--- src/rtl/stk_cmd_rsp.sv ---
// Stack command responder: per-engine pointer stacks driven by
// PUSH/POP/NOP commands, one registered response per accepted command.
package cfg_pkg;
   localparam int ENGS_N = 4;
endpackage

package stk_pkg;
   localparam int OPCODE_W = 2;
   localparam int STATUS_W = 2;
   localparam int ENGID_W  = 3;
   localparam int BANK_W   = 4;
   localparam int LINE_W   = 8;
   localparam int PTR_W    = BANK_W + LINE_W;

   typedef enum logic [OPCODE_W-1:0] {
      NOP  = 2'd0,
      PUSH = 2'd1,
      POP  = 2'd2,
      INV  = 2'd3
   } opcode_t;

   typedef enum logic [STATUS_W-1:0] {
      OKAY      = 2'b00,
      UNDERFLOW = 2'b01,
      OVERFLOW  = 2'b10,
      INVALID   = 2'b11
   } response_t;

   typedef logic [ENGID_W-1:0] engid_t;

   typedef struct packed {
      logic [BANK_W-1:0] bank;
      logic [LINE_W-1:0] line;
   } ptr_t;
endpackage

module stk_cmd_rsp
   import stk_pkg::*;
#(
   parameter int ENGS_N  = cfg_pkg::ENGS_N,
   parameter int DEPTH_N = 16
) (
   input  logic                clk,
   input  logic                arst_n,
   input  logic                cmd_vld,
   input  logic [OPCODE_W-1:0] cmd_opcode,
   input  logic [ENGID_W-1:0]  cmd_engid,
   input  logic [PTR_W-1:0]    cmd_ptr,
   output logic                cmd_rdy,
   output logic                rsp_vld,
   input  logic                rsp_rdy,
   output logic [STATUS_W-1:0] rsp_status,
   output logic [ENGID_W-1:0]  rsp_engid,
   output logic [OPCODE_W-1:0] rsp_opcode,
   output logic [PTR_W-1:0]    rsp_ptr,
   output logic [ENGS_N-1:0]   empty_o,
   output logic [ENGS_N-1:0]   full_o
);
   localparam int AW = $clog2(DEPTH_N);
   localparam int CW = AW + 1;
   localparam int SW = (ENGS_N > 1) ? $clog2(ENGS_N) : 1;
   localparam logic [CW-1:0] FULL = CW'(DEPTH_N);

   logic [CW-1:0] cnt [ENGS_N];
   ptr_t          mem [ENGS_N][DEPTH_N];

   logic          acc;
   logic          inv;
   logic          do_push;
   logic          do_pop;
   logic [SW-1:0] sel;
   logic [CW-1:0] cur;
   response_t     st;
   ptr_t          pop_ptr;

   assign cmd_rdy = !rsp_vld || rsp_rdy;
   assign acc     = cmd_vld && cmd_rdy;

   always_comb begin
      sel     = cmd_engid[SW-1:0];
      cur     = cnt[sel];
      pop_ptr = mem[sel][AW'(cur - 1'b1)];
      inv     = (int'(cmd_engid) >= ENGS_N) || (cmd_opcode == INV);
      do_push = 1'b0;
      do_pop  = 1'b0;
      st      = OKAY;
      unique case (1'b1)
         inv: st = INVALID;
         !inv && cmd_opcode == PUSH: begin
            if (cur == FULL) st = OVERFLOW;
            else do_push = 1'b1;
         end
         !inv && cmd_opcode == POP: begin
            if (cur == '0) st = UNDERFLOW;
            else do_pop = 1'b1;
         end
         default: st = OKAY;
      endcase
   end

   // Stack storage is deliberately left unreset; cnt alone defines validity.
   always_ff @(posedge clk) begin
      if (acc && do_push) mem[sel][cur[AW-1:0]] <= cmd_ptr;
   end

   always_ff @(posedge clk or negedge arst_n) begin
      if (!arst_n) begin
         for (int e = 0; e < ENGS_N; e++) cnt[e] <= '0;
      end else if (acc) begin
         if (do_push) cnt[sel] <= cur + 1'b1;
         else if (do_pop) cnt[sel] <= cur - 1'b1;
      end
   end

   always_ff @(posedge clk or negedge arst_n) begin
      if (!arst_n) begin
         rsp_vld    <= 1'b0;
         rsp_status <= OKAY;
         rsp_engid  <= '0;
         rsp_opcode <= NOP;
         rsp_ptr    <= '0;
      end else if (acc) begin
         rsp_vld    <= 1'b1;
         rsp_status <= st;
         rsp_engid  <= cmd_engid;
         rsp_opcode <= cmd_opcode;
         rsp_ptr    <= do_pop ? pop_ptr : '0;
      end else if (rsp_rdy) begin
         rsp_vld    <= 1'b0;
      end
   end

   for (genvar e = 0; e < ENGS_N; e++) begin : g_flag
      assign empty_o[e] = (cnt[e] == '0);
      assign full_o[e]  = (cnt[e] == FULL);
   end
endmodule

--- config.mk ---
export PLATFORM = sky130hd
export DESIGN_NAME = stk_cmd_rsp
export DESIGN_NICKNAME = d
export VERILOG_FILES = /design/src/rtl/stk_cmd_rsp.sv
export SDC_FILE = /design/constraint.sdc
export NUM_CORES = 1
export LEC_CHECK = 0
export ABC_AREA = 1
export CAP_MARGIN = 20
export CORE_ASPECT_RATIO = 0.8
export CORE_UTILIZATION = 45
export CTS_BUF_LIST = sky130_fd_sc_hd__clkbuf_4 sky130_fd_sc_hd__clkbuf_8 sky130_fd_sc_hd__clkbuf_16
export CTS_CLUSTER_SIZE = 20
export DETAILED_ROUTE_END_ITERATION = 10
export SETUP_SLACK_MARGIN = 0.4
export SYNTH_ARGS = -nofsm -noshare
export SYNTH_HDL_FRONTEND = slang
export SYNTH_SLANG_ARGS = --single-unit
export TNS_END_PERCENT = 5
--- constraint.sdc ---
create_clock -name clk -period 2.76 [get_ports clk]
set_input_delay 0.552 -clock clk [delete_from_list [all_inputs] [get_ports clk]]
set_output_delay 0.552 -clock clk [all_outputs]
set_load 0.02 [all_outputs]
==> report_table.html <==
<table>
<tr><th>Metric</th><th>Value</th></tr>
<tr><th colspan="2">Die</th></tr>
<tr><td>I/O pin total</td><td>50</td></tr>
<tr><td>FP Rows</td><td>91</td></tr>
<tr><td>Area of the core</td><td>a little under 80000 um2</td></tr>
<tr><td>Full die area</td><td>79350 um2</td></tr>
<tr><td>Starting utilization of the core area</td><td>45.60%</td></tr>
<tr><td>Die width</td><td>314.7 um</td></tr>
<tr><td>Die boundary height</td><td>252.2 um</td></tr>
<tr><th colspan="2">Logic synthesis</th></tr>
<tr><td>Number of enable flip-flop cells after synthesis</td><td>768</td></tr>
<tr><td>Main synth FF type</td><td>edfxtp_1</td></tr>
<tr><td>Total of warnings raised by yosys</td><td>0</td></tr>
<tr><td>Post-Syn Area</td><td>around 35000 um2</td></tr>
<tr><td>Async set-or-reset flop fraction in the synthesized netlist</td><td>4.950%</td></tr>
<tr><td>Total of flip-flops plus latches after synthesis</td><td>808</td></tr>
<tr><td>Mean instance size in the synthesized netlist</td><td>10.14 um2</td></tr>
<tr><td>Number of library cell types mapped by synthesis</td><td>30</td></tr>
<tr><td>Post-synthesis sequential area ratio</td><td>68.36%</td></tr>
<tr><td>Instance count of the mapped netlist</td><td>3472</td></tr>
<tr><td>Syn_nets</td><td>3498</td></tr>
<tr><th colspan="2">Worst hold path</th></tr>
<tr><td>Startpoint of the most critical hold path</td><td>cmd_engid[0]</td></tr>
<tr><td>Endpoint, Worst Hold</td><td>rsp_engid[0]$_DFFE_PN0N_</td></tr>
<tr><td>Worst hold path depth</td><td>3</td></tr>
<tr><td>Worst min-delay path class</td><td>in2reg</td></tr>
<tr><th colspan="2">Timing</th></tr>
<tr><td>Hold violation total from the final report</td><td>0</td></tr>
<tr><td>Slew margin rel.</td><td>between 60% and 70%</td></tr>
<tr><td>Post-Route Skew</td><td>0.01805 ns</td></tr>
<tr><td>Setup repair after global routing missed its margin</td><td>yes</td></tr>
<tr><td>Crit share post-route</td><td>roughly nine tenths</td></tr>
<tr><td>Total Neg Setup Slack</td><td>0 ns</td></tr>
<tr><td>Final setup violation count</td><td>0</td></tr>
<tr><td>Max-slew violation count</td><td>0</td></tr>
<tr><td>Achievable clock frequency</td><td>408.1 MHz</td></tr>
<tr><td>Shortest period the worst path allows</td><td>2.450 ns</td></tr>
<tr><td>Slew at the pin closest to its max-slew limit</td><td>0.5721 ns</td></tr>
<tr><th colspan="2">GRT</th></tr>
<tr><td>First-pass GRT wire length</td><td>between 100000 and 150000 um</td></tr>
<tr><td>Number of global-route vias before repair</td><td>22730</td></tr>
<tr><td>Antenna violations before repair</td><td>0</td></tr>
<tr><td>Maximum number of pins on one net before global-route repair</td><td>96</td></tr>
<tr><td>Gr ovfl total</td><td>0</td></tr>
<tr><td>Overall global routing resource usage</td><td>approximately 26%</td></tr>
<tr><th colspan="2">Final layout</th></tr>
<tr><td>Number of diodes</td><td>0</td></tr>
<tr><td>Area growth from synthesis to final layout</td><td>20.56%</td></tr>
<tr><td>Most frequent cells in the layout</td><td>nand2_1 (1078), edfxtp_1 (768), inv_1 (616)</td></tr>
<tr><td># nets final</td><td>approximately 3700</td></tr>
<tr><td>Final design instance area without fill</td><td>about 42000 um2</td></tr>
<tr><td>Fraction of final layout cells with drive strength greater than 1</td><td>a little over an eighth</td></tr>
<tr><td>Most common cell after layout, fill and taps aside</td><td>nand2_1</td></tr>
<tr><td>Final core utilization</td><td>54.97%</td></tr>
<tr><td>Non-Filler Instances</td><td>4765</td></tr>
<tr><th colspan="2">Drt</th></tr>
<tr><td>Antenna violation net count after detailed routing</td><td>0</td></tr>
<tr><td>Violation count after the first detailed-route iteration</td><td>3059</td></tr>
<tr><td>Total routed wirelength</td><td>around 100000 um</td></tr>
<tr><td>Via count normalized by instance count</td><td>just over 5</td></tr>
<tr><td>Length of the first detailed-routing pass in iterations</td><td>6</td></tr>
<tr><td>Routed via count</td><td>24040</td></tr>
<tr><td>Final routed DRC violation total</td><td>0</td></tr>
<tr><td>Post-detailed-route wirelength per cell</td><td>21.12 um</td></tr>
<tr><th colspan="2">Run status</th></tr>
<tr><td>Result of the run</td><td>finished clean</td></tr>
<tr><th colspan="2">Clock tree</th></tr>
<tr><td>Number of buffers created by CTS</td><td>80</td></tr>
<tr><td>Root buffer selected by CTS</td><td>clkbuf_16</td></tr>
<tr><td>H-tree level count</td><td>3</td></tr>
<tr><td>CTS tree</td><td>yes</td></tr>
<tr><td>Clock insertion delay at the later pin of the skew report</td><td>0.65 ns</td></tr>
<tr><td>Number of sinks driven by the clock tree</td><td>808</td></tr>
<tr><td>Number of buffers on the longest clock path</td><td>3</td></tr>
<tr><td>Post-CTS clock slew at the launch and capture registers of the worst setup and hold paths</td><td>0.06 ns</td></tr>
<tr><th colspan="2">Pwr</th></tr>
<tr><td>Peak supply drop</td><td>~0.50 mV</td></tr>
<tr><td>Power density over cell area</td><td>758.8 nW/um2</td></tr>
<tr><td>Proportion of power drawn by the clock network</td><td>33.1%</td></tr>
<tr><td>Switching part of the total power</td><td>31.09%</td></tr>
<tr><td>Leakage power total</td><td>18.25 nW</td></tr>
<tr><td>Fraction of power consumed by sequential logic</td><td>43.1%</td></tr>
<tr><td>Internal power of the cells</td><td>between 20 and 25 mW</td></tr>
<tr><td>Relative contribution of combinational cells to total power</td><td>23.8%</td></tr>
<tr><td>Total design power</td><td>32.20 mW</td></tr>
<tr><td>Switching pwr</td><td>roughly 10 mW</td></tr>
<tr><th colspan="2">Setup path</th></tr>
<tr><td>Cell-by-cell listing of the critical path</td><td>clkdlybuf4s50_1</td></tr>
<tr><td>Delay-heaviest family, CP</td><td>buffers and inverters</td></tr>
<tr><td>Number of buffer and inverter instances along the worst setup path</td><td>1</td></tr>
<tr><td>Worst Setup Start Kind</td><td>flip-flop</td></tr>
<tr><td>Reg2Reg Capture Point</td><td>rsp_ptr[1]$_DFFE_PN0N_</td></tr>
<tr><td>Minimum setup slack among reg-to-reg paths</td><td>slightly above 0.4 ns</td></tr>
<tr><td>CP max stage delay</td><td>0.68 ns</td></tr>
<tr><td>Critical path peak fanout</td><td>2</td></tr>
<tr><td>Type of destination of the critical path</td><td>output pin</td></tr>
<tr><td>Slowest cell on crit path</td><td>clkdlybuf4s50_1</td></tr>
<tr><td>Worst Setup SP</td><td>rsp_ptr[0]$_DFFE_PN0N_</td></tr>
<tr><td>CP Data Arrival Time</td><td>1.90 ns</td></tr>
<tr><td>Critical R2R Launch</td><td>cnt[16]$_DFFE_PN0P_</td></tr>
<tr><td>Category of the critical setup timing path</td><td>reg2out</td></tr>
<tr><td>Data required time at the worst endpoint</td><td>between 2 and 2.5 ns</td></tr>
<tr><td>Count of cells along the worst register-to-register path</td><td>13</td></tr>
<tr><th colspan="2">Place</th></tr>
<tr><td>DP Area</td><td>39710 um2</td></tr>
<tr><td>Final HPWL DP</td><td>63400 um</td></tr>
<tr><td>Count of buffers from port buffering</td><td>49</td></tr>
<tr><td>RePlAce Congestion</td><td>0.9059</td></tr>
<tr><td>Number of cells after detailed placement</td><td>roughly 4600</td></tr>
<tr><th colspan="2">Run</th></tr>
<tr><td>Number of max-capacitance violations reported</td><td>0</td></tr>
</table>
==> per-stage QoR <==
stage	hold slack, ns	setup slack (ns)
6_report	0.3324	0.3097
5_1_grt	0.3475	0.2959
4_1_cts	0.3127	0.3396
3_5_place_dp	0.4988	-0.06002
3_3_place_gp	0.4667	-0.08044
2_1_floorplan	0.2564	0.04911
==> metal layers <==
layer	track usage, %	routed length [um]	up-vias
met5	0	0	-
met1	39.45	46730	11510
met3	5.571	9054	121
met2	37.00	43080	945
li1	-	-	11460
met4	5.617	1755	0
==> sequential cells by signal (all words and copies together), names as in the netlist, named ones only <==
register and count:
cnt 16, mem 768, rsp_ptr 12, rsp_status 2, rsp_opcode 2, rsp_engid 3, rsp_vld 1
==> cell usage after synthesis, types with 11 or more instances <==
master | count | area, um2
nand2_1 | 1099 | 4125
edfxtp_1 | 768 | 23060
clkbuf_1 | 52 | 195.2
buf_2 | 69 | 345.3
inv_1 | 619 | 2323
nand3b_1 | 48 | 360.4
nor2_1 | 278 | 1044
dfrtp_1 | 40 | 1001
o21ai_0 | 124 | 620.6
nand3_1 | 279 | 1396
inv_2 | 11 | 41.29
o21ai_1 | 14 | 70.07
buf_4 | 18 | 135.1
==> cell type report <==
type,instances,area (um2)
tap,1023,1280
fill,6557,34760
clock buffer,105,2307
multi-input combinational,1886,8745
inverter,630,2381
timing repair buffer,272,3436
sequential,808,24060
clock inverter,41,225.2
==> cells by family (layout without fill, tap and decap cells) <==
group	Yosys count	count (layout)	synth area share (%)
flip-flops	808	808	68.36
adder cells (fa/ha/maj)	5	5	0.1777
AO/OA/AOI/OAI	144	144	2.079
AND/OR/NAND/NOR	1733	1733	20.36
buffers and inverters	778	1048	8.819
XOR/XNOR	4	4	0.2062
==> what timing repair did <==
item                                    in CTS  in global routing
hold buffers                                 1                  0
hold endpoints to repair                    18                  0
resized for setup                           42                 22
cloned                                       0                  1
endpoints found under the setup margin      15                653
buffers inserted                             8                  1
pin swaps                                    3                  3
==> power groups by stage <==
| stage | logic, mW | registers, mW | clock network [mW] |
|---|---|---|---|
| finish | 7.68 | 13.9 | 10.7 |
| floorplan | 3.83 | 14.1 | 0 |
| global route | 8.15 | 13.9 | 11.2 |
| detailed placement | 7.18 | 14.1 | 0 |
| CTS | 7.34 | 13.9 | 10.8 |
| global placement | 7.19 | 14.1 | 0 |
==> worst max-delay path by stage <==
stage,endpoint,depth (start not counted),slack [ns]
final,rsp_ptr[0],1,0.31
after global routing,mem[3][65]$_DFFE_PP_,13,0.30
after CTS,empty_o[3],3,0.34
after detailed placement,mem[1][145]$_DFFE_PP_,9,-0.06
after global placement,mem[1][152]$_DFFE_PP_,9,-0.08
after floorplan,mem[0][72]$_DFFE_PP_,14,0.05
Power figures use the tool's default switching activity.
